--- config.mk ---
export PLATFORM = sky130hd
export DESIGN_NAME = vend_controller
export DESIGN_NICKNAME = d
export VERILOG_FILES = /design/src/rtl/vend_controller.sv
export SDC_FILE = /design/constraint.sdc
export NUM_CORES = 1
export LEC_CHECK = 0
export ABC_AREA = 1
export CORE_ASPECT_RATIO = 1.75
export CORE_MARGIN = 1
export CORE_UTILIZATION = 30
export CTS_BUF_LIST = sky130_fd_sc_hd__clkbuf_2 sky130_fd_sc_hd__clkbuf_4 sky130_fd_sc_hd__clkbuf_8
export DETAILED_ROUTE_END_ITERATION = 8
export SLEW_MARGIN = 20
export SYNTH_ARGS = -nofsm -noshare
export SYNTH_HDL_FRONTEND = slang
export SYNTH_SLANG_ARGS = --single-unit
--- constraint.sdc ---
create_clock -name clk -period 8.2 [get_ports clk]
set_input_delay 0.82 -clock clk [delete_from_list [all_inputs] [get_ports clk]]
set_output_delay 0.82 -clock clk [all_outputs]
set_load 0.1 [all_outputs]
--- src/rtl/vend_controller.sv ---
// Vending machine controller: credit accumulation, product vend, greedy change return.
// Optional per-slot stock counters are enabled by defining VEND_STOCK_EN.
module vend_controller #(
  parameter int unsigned N_SLOTS    = 9,
  parameter int unsigned MONEY_W    = 10,
  parameter int unsigned MAX_CREDIT = 500,
  localparam int unsigned IDX_W     = (N_SLOTS > 1) ? $clog2(N_SLOTS) : 1
) (
  input  logic               clk,
  input  logic               rst,
  input  logic               coin_valid,
  input  logic [2:0]         coin_sel,
  input  logic               sel_valid,
  input  logic [IDX_W-1:0]   sel_idx,
  input  logic               cancel,
  input  logic               price_we,
  input  logic [IDX_W-1:0]   price_idx,
  input  logic [MONEY_W-1:0] price_wdata,
`ifdef VEND_STOCK_EN
  input  logic               stock_load,
`endif
  output logic [MONEY_W-1:0] credit,
  output logic [N_SLOTS-1:0] avail,
  output logic [N_SLOTS-1:0] oos,
  output logic               vend_valid,
  output logic [IDX_W-1:0]   vend_idx,
  output logic               coin_reject,
  output logic               chg_valid,
  output logic [1:0]         chg_coin,
  input  logic               chg_ready,
  output logic               busy
);

  typedef enum logic [1:0] {IDLE, CREDIT, VEND, CHANGE} state_t;

  state_t             state;
  logic [MONEY_W-1:0] price [N_SLOTS];
`ifdef VEND_STOCK_EN
  logic [7:0]         stock [N_SLOTS];
`endif

  logic [MONEY_W:0]   coin_amt;
  logic [MONEY_W:0]   coin_sum;
  logic               coin_known;
  logic               coin_fit;
  logic               sel_in_range;
  logic               sel_stocked;
  logic [MONEY_W-1:0] sel_price;
  logic               cancel_take;
  logic               sel_take;
  logic               coin_take;
  logic [MONEY_W-1:0] pay;
  logic [MONEY_W-1:0] rem;

  function automatic logic [1:0] greedy(input logic [MONEY_W-1:0] amt);
    if (amt >= MONEY_W'(100))     return 2'd3;
    else if (amt >= MONEY_W'(25)) return 2'd2;
    else if (amt >= MONEY_W'(10)) return 2'd1;
    else                          return 2'd0;
  endfunction

  function automatic logic [MONEY_W-1:0] coin_value(input logic [1:0] c);
    case (c)
      2'd0:    return MONEY_W'(5);
      2'd1:    return MONEY_W'(10);
      2'd2:    return MONEY_W'(25);
      default: return MONEY_W'(100);
    endcase
  endfunction

  always_comb begin
    coin_known = 1'b1;
    coin_amt   = '0;
    case (coin_sel)
      3'd0:    coin_amt = (MONEY_W+1)'(5);
      3'd1:    coin_amt = (MONEY_W+1)'(10);
      3'd2:    coin_amt = (MONEY_W+1)'(25);
      3'd3:    coin_amt = (MONEY_W+1)'(50);
      3'd4:    coin_amt = (MONEY_W+1)'(100);
      3'd5:    coin_amt = (MONEY_W+1)'(500);
      default: coin_known = 1'b0;
    endcase
    // One extra bit so an over-ceiling sum can never wrap back into range
    coin_sum = {1'b0, credit} + coin_amt;
    coin_fit = (coin_sum <= (MONEY_W+1)'(MAX_CREDIT));
  end

  always_comb begin
    for (int unsigned i = 0; i < N_SLOTS; i++) begin
`ifdef VEND_STOCK_EN
      oos[i] = (price[i] == '0) || (stock[i] == 8'd0);
`else
      oos[i] = (price[i] == '0);
`endif
      avail[i] = !oos[i] && (credit >= price[i]);
    end
  end

  always_comb begin
    sel_in_range = 1'b0;
    sel_stocked  = 1'b0;
    sel_price    = '0;
    for (int unsigned i = 0; i < N_SLOTS; i++) begin
      if (sel_idx == IDX_W'(i)) begin
        sel_in_range = 1'b1;
        sel_stocked  = !oos[i];
        sel_price    = price[i];
      end
    end
  end

  always_comb begin
    cancel_take = (state == CREDIT) && cancel;
    sel_take    = (state == CREDIT) && !cancel && sel_valid && sel_in_range &&
                  sel_stocked && (sel_price <= credit);
    coin_take   = coin_valid && ((state == IDLE) || (state == CREDIT)) &&
                  !cancel_take && !sel_take && coin_known && coin_fit;
    pay         = coin_value(chg_coin);
    // A sub-5c remainder (odd price) is paid out as one 5c coin and clears credit
    rem         = (credit > pay) ? (credit - pay) : '0;
  end

  assign busy = (state == VEND) || (state == CHANGE);

  always_ff @(posedge clk or posedge rst) begin
    if (rst) begin
      for (int unsigned i = 0; i < N_SLOTS; i++) begin
        price[i] <= '0;
`ifdef VEND_STOCK_EN
        stock[i] <= 8'd0;
`endif
      end
    end else begin
      for (int unsigned i = 0; i < N_SLOTS; i++) begin
`ifdef VEND_STOCK_EN
        if (price_we && stock_load && (price_idx == IDX_W'(i)))
          stock[i] <= 8'(price_wdata);
        else if (sel_take && (sel_idx == IDX_W'(i)) && (stock[i] != 8'd0))
          stock[i] <= stock[i] - 8'd1;
        if (price_we && !stock_load && (price_idx == IDX_W'(i)))
          price[i] <= price_wdata;
`else
        if (price_we && (price_idx == IDX_W'(i)))
          price[i] <= price_wdata;
`endif
      end
    end
  end

  // Vend pulse and reduced credit are registered on entry so they are visible during VEND
  always_ff @(posedge clk or posedge rst) begin
    if (rst) begin
      state       <= IDLE;
      credit      <= '0;
      vend_valid  <= 1'b0;
      vend_idx    <= '0;
      coin_reject <= 1'b0;
      chg_valid   <= 1'b0;
      chg_coin    <= '0;
    end else begin
      vend_valid  <= 1'b0;
      coin_reject <= 1'b0;
      unique case (state)
        IDLE, CREDIT: begin
          coin_reject <= coin_valid && !coin_take;
          if (cancel_take) begin
            if (credit != '0) begin
              state     <= CHANGE;
              chg_valid <= 1'b1;
              chg_coin  <= greedy(credit);
            end else begin
              state <= IDLE;
            end
          end else if (sel_take) begin
            state      <= VEND;
            credit     <= credit - sel_price;
            vend_valid <= 1'b1;
            vend_idx   <= sel_idx;
          end else if (coin_take) begin
            state  <= CREDIT;
            credit <= coin_sum[MONEY_W-1:0];
          end
        end
        VEND: begin
          coin_reject <= coin_valid;
          if (credit != '0) begin
            state     <= CHANGE;
            chg_valid <= 1'b1;
            chg_coin  <= greedy(credit);
          end else begin
            state <= IDLE;
          end
        end
        CHANGE: begin
          coin_reject <= coin_valid;
          if (chg_valid && chg_ready) begin
            credit <= rem;
            if (rem == '0) begin
              state     <= IDLE;
              chg_valid <= 1'b0;
              chg_coin  <= '0;
            end else begin
              chg_coin <= greedy(rem);
            end
          end
        end
        default: state <= IDLE;
      endcase
    end
  end

endmodule

==> metrics.txt, run 1 <==
status=complete, no violations; total grt overflow=0; CTS resizes=0; Post-Place Cells=1796; CP top delay family=simple AND/OR/NAND/NOR gates; VDD IR-drop max=0.000256 V; area added between synthesis and finish=13.7%; Synth Flop Type=dfrtp_1; Starting DRT DRC Count=596; Gate Count Post-Synth=1361; internal reg-to-reg setup slack=4.11 ns; port bufs=65; core area=30900 sq um; worst r2r dst=credit[9]; pre-CTS setup slack=2.80 ns; design area=10800 sq um; fin cells=1813; Critical-path top delay cell=clkdlybuf4s50_1; Netlist Area Pre-Place=9470 sq um; Tcrit/Tclk final=0.615; FF-to-FF Start=price[76]; DR pass1 iterations=5; final WL=33600 um; DR WL/cell=18.5 um; Root Buffer=clkbuf_8; CP Cell Sequence=clkdlybuf4s50_1 > nor2_4 > nand2_1 > clkinv_1 > a21oi_1 > o2111ai_1 > a2111oi_0 > ha_1 > nand2_1 > nor2_1 > nand4_1 > o2111ai_1 > nand3_1 > inv_2 > nand2_1 > o211ai_1 > nand2_1 > inv_2 > nand2_1 > nand2_1; maximum capacitance violations=0; worst hold path class=flop to flop; number of remaining DRC errors=0; synth unique cells=49; Final min period=5.04 ns; WHS Endpoint=price[14]; initial antenna violation count=1; layout cells sized above 1=0.0373; slew margin rel.=0.327; CP max stage delay=0.68 ns; clk sinks=111; critical path fanouts, max=21; Global Route Usage Sum=0.214; die area=32300 sq um; via count=9271; post-CTS setup buffers=0; sequential area share after synthesis=0.293; hold path depth=2; number of global-route vias before repair=8893; commonest non-fill, non-tap cell in the layout=nand2_1; fin. max-slew vios=0; CP Class=input pin to flop; Worst Path Required=8.57 ns; most used cell, CP=nand2_1; number of buffers created by CTS=9; die width=136 um; Post-Place Cell Area=10500 sq um; insertion delay to the later sink of the worst-skew pair=0.43 ns; layout net count=1566; Worst Setup Slack, final=3.16 ns; post-synthesis average cell area=6.96 sq um; largest net degree at the start of global routing=73; WP buf/inv=4; Placer Congestion=0.943; Post-synth EDFFs=0; Worst Setup Start Kind=input pin; die height=237 um; vias per cell=5.11; Synth Warn #=0; CP endpoint kind=flop; hold buffer count at cts=0; Reg clk slew, reported paths=0.12 ns; power density over the cells=413 nW/um^2; Synth Register Bits=111; Max Root-Sink Buffers=2; H-tree levels=3; Syn Nets=1511; fin util=0.348; clock skew=0.00976 ns; unrepaired setup endpoints after global routing=false; Core Rows=85; antenna-violating nets left=0; fmax=0.198 GHz; CTS tree=done; setup TNS=0 ns; R2R depth=18; dpl hpwl=26300 um; IO Pins=66; hold_sp=price[14]; most frequent cells in the layout=nand2_1, inv_1, o21ai_0; final hold violation count=0; Lkg Pwr=0.00553 uW; WP data arrival=5.42 ns; measured slew at the worst slew-check pin=1.01 ns; ys async rst share=1.00; final number of setup-violating endpoints=0; starting density of the core=0.306; first-pass GRT wire length=50900 um
## synth_stat cells (12+ instances only)
cell type	count	share of area
nor2_1	108	0.043
dfrtp_1	111	0.29
ha_1	119	0.16
o2111ai_1	15	0.014
a21oi_1	62	0.033
o21ai_0	125	0.066
nand4_1	19	0.013
clkbuf_1	23	0.0091
inv_1	213	0.084
xor2_1	12	0.011
nand2_1	361	0.14
nand3_1	64	0.034
## kinds of logic after synthesis
group,count (synthesis),share of synthesized area
flip-flops,111,0.293
AO/OA/AOI/OAI,265,0.162
AND/OR/NAND/NOR,592,0.263
buffers and inverters,256,0.104
adder cells (fa/ha/maj),122,0.164
XOR/XNOR,15,0.0139
## layer usage
metal / share of wire / GRT usage
met1: 0.38 / 0.228
met2: 0.53 / 0.393
met3: 0.028 / 0.0257
met5: 0 / 0
met4: 0.057 / 0.127
## final cells by class
cell class	instances	area (sq um)
Inverter	226	853
Clock buffer	9	124
Sequential cell	111	2780
Fill cell	3312	20200
Timing Repair Buffer	74	718
Tap cell	391	489
Multi-Input combinational cell	994	5710
Clock inverter	7	100
Antenna cell	1	2.50
## report_power, final
group	total [uW]	internal, uW	switching, uW
registers	835	681	154
logic	3230	976	2260
clock network	382	151	231
## through the flow
stage	total power [uW]	hold WS [ns]
4_1_cts	4470	0.503
5_1_grt	4850	0.522
6_report	4450	0.497
3_5_place_dp	4080	0.473
2_1_floorplan	3200	0.453
3_3_place_gp	4040	0.467
## flip-flops by register name (all words and copies together), names as in the netlist
signal / flops
chg_valid: 1
credit: 10
vend_idx: 4
price: 90
chg_coin: 2
coin_reject: 1
vend_valid: 1
state: 2
## worst max-delay path by stage
stage	start	to	cells past startpoint
5_1_grt	sel_idx[3]	credit[6]	20
2_1_floorplan	credit[0]	avail[2]	17
3_5_place_dp	sel_idx[3]	credit[9]	20
4_1_cts	sel_idx[3]	credit[9]	20
6_report	sel_idx[3]	credit[9]	20
3_3_place_gp	sel_idx[3]	credit[6]	20
## tightest hold or removal path: cells and delay by family (launching register included)
family	cells	cell delay (ns)
flops	1	0.36
compound gates	1	0.06
simple gates	1	0.05
(Power assumes the default switching activity.)
==> run 2: changes to the inputs <==
clock period = 5.2 ns   (was 8.2 ns; I/O delays follow)
==> metrics.txt, run 2 (synthesis results as in run 1) <==
status=complete, no violations; Tcrit/Tclk final=0.869; vias per cell=5.11 (-0.10%); dpl hpwl=26200 um (-0.39%); starting density of the core=0.306 (unchanged); measured slew at the worst slew-check pin=1.01 ns (+0.000511 ns); via count=9292 (+0.23%); CTS resizes=0 (unchanged); final number of setup-violating endpoints=0 (unchanged); initial antenna violation count=1 (unchanged); Core Rows=85 (unchanged); Max Root-Sink Buffers=2 (unchanged); Net Sw Frac=0.591 (-0.00280); DR WL/cell=18.1 um (-2.3%); Root Buffer=clkbuf_8; fin cells=1819 (+0.33%); Reg clk slew, reported paths=0.11 ns (about the same); number of remaining DRC errors=0 (unchanged); final hold violation count=0 (unchanged); clk sinks=111 (unchanged); Biggest register=price; unrepaired setup endpoints after global routing=false; layout net count=1572 (+0.38%); Worst Setup Start Kind=input pin; hold buffer count at cts=0 (unchanged); met2 Resource Use GR=0.395 (+0.00185); Largest register FFs=90 (unchanged); VDD IR-drop max=0.000432 V (+69%); fin util=0.349 (+0.000849); first-pass GRT wire length=50400 um (-1.0%); internal reg-to-reg setup slack=1.40 ns (-2.71 ns); power density over the cells=647 nW/um^2 (+57%); setup TNS=0 ns (unchanged); slew margin rel.=0.325 (-0.00245); WP data arrival=4.88 ns (-0.54 ns); Worst Setup SP=sel_idx[3]; Post-Place Cells=1802 (+0.33%); Final min period=4.52 ns; fin. max-slew vios=0 (unchanged); Regs by FF count=price x90, credit x10, vend_idx x4; worst hold path class=input pin to asynchronous set/reset pin; pre-CTS setup slack=0.381 ns (-2.42 ns); P_sw=4130 uW (+56%); Seq pwr share=0.195 (+0.007); maximum capacitance violations=0 (unchanged); Worst Setup Slack, final=0.682 ns (-2.48 ns); clock network fraction of total power=0.084 (-0.002); Lkg Pwr=0.00557 uW (+0.60%); P_int=2860 uW (+58%); CTS tree=done; largest net degree at the start of global routing=46 (-37%); die width=136 um (unchanged); most frequent cells in the layout=nand2_1, inv_1, o21ai_0; clock skew=0.0145 ns (+0.00476 ns); DR pass1 iterations=9 (+4); total grt overflow=0 (unchanged); Starting DRT DRC Count=677 (+14%); Comb power frac=0.721 (-0.005); layout cells sized above 1=0.0448 (+0.00755); die area=32300 sq um (unchanged); CP Class=input pin to flop; Global Route Usage Sum=0.212 (-0.00193); insertion delay to the later sink of the worst-skew pair=0.43 ns (about the same); die height=237 um (unchanged); layer with the highest usage=met2; antenna-violating nets left=0 (unchanged); port bufs=65 (unchanged); R2R depth=18 (unchanged); Placer Congestion=0.944 (+0.15%); core area=30900 sq um (unchanged); critical path fanouts, max=11 (-48%); IO Pins=66 (unchanged); worst r2r dst=credit[0]; grt met3 use=0.0235 (-0.00214); number of global-route vias before repair=8969 (+0.85%); number of buffers created by CTS=9 (unchanged); end of the critical path=credit[0]; commonest non-fill, non-tap cell in the layout=nand2_1; FF-to-FF Start=price[84]; final WL=33000 um (-1.9%); Worst Path Required=5.57 ns (-3.00 ns); fmax=0.221 GHz; global routing usage on met1=0.231 (+0.00252); area added between synthesis and finish=14.0%; H-tree levels=3 (unchanged); CP endpoint kind=flop; post-CTS setup buffers=0 (unchanged)
## run 2: final cells by class
type / count / area (sq um)
Antenna cell: 1 / 2.50
Clock buffer: 10 / 138
Clock inverter: 6 / 80.1
Fill cell: 3331 / 20200
Inverter: 226 / 853
Multi-Input combinational cell: 994 / 5710
Sequential cell: 111 / 2780
Tap cell: 391 / 489
Timing Repair Buffer: 80 / 751
## run 2: worst min path at each step
stage / start / to / depth (start not counted)
2_1_floorplan: price[12] / price[12] / 2
3_3_place_gp: price[77] / price[77] / 2
4_1_cts: rst / price[10] / 2
3_5_place_dp: price[13] / price[13] / 2
6_report: rst / price[10] / 2
5_1_grt: price[24] / price[24] / 2
## run 2: stage by stage
step           total power (uW)  hold slack (ns)  instance area [sq um]
6_report                   6990            0.498                  10800
5_1_grt                    7620            0.524                  10800
4_1_cts                    7020            0.500                  10800
3_5_place_dp               6420            0.473                  10600
3_3_place_gp               6350            0.468                  10600
2_1_floorplan              5050            0.453                   9470
## run 2: worst max-delay path: stages
cell and delay, ns:
clkdlybuf4s50_1 0.68, nor2_4 0.13, nand2_1 0.11, clkinv_1 0.23, a21oi_1 0.25, o2111ai_1 0.28
a2111oi_0 0.64, ha_1 0.32, nand2_1 0.10, nor2_1 0.15, nand4_1 0.12, o2111ai_1 0.19
nand3_1 0.11, inv_2 0.16, nand2_1 0.10, o211ai_1 0.12, nand2_1 0.26, inv_2 0.25
nand2_1 0.08, nand2_1 0.07
## run 2: metal layers
layer / part of all wire / up-vias / wire length [um]
met2: 0.53 / 220 / 17500
met5: 0 / - / 0
met3: 0.033 / 66 / 1090
li1: - / 4610 / -
met4: 0.045 / 0 / 1470
met1: 0.39 / 4396 / 12900
## run 2: power by group through the flow
stage               Sequential, uW  Clock (uW)  Combinational (uW)
finish                        1360         586                5040
global route                  1390         637                5590
CTS                           1360         599                5060
detailed placement            1380           0                5040
global placement              1380           0                4970
floorplan                     1740           0                3310
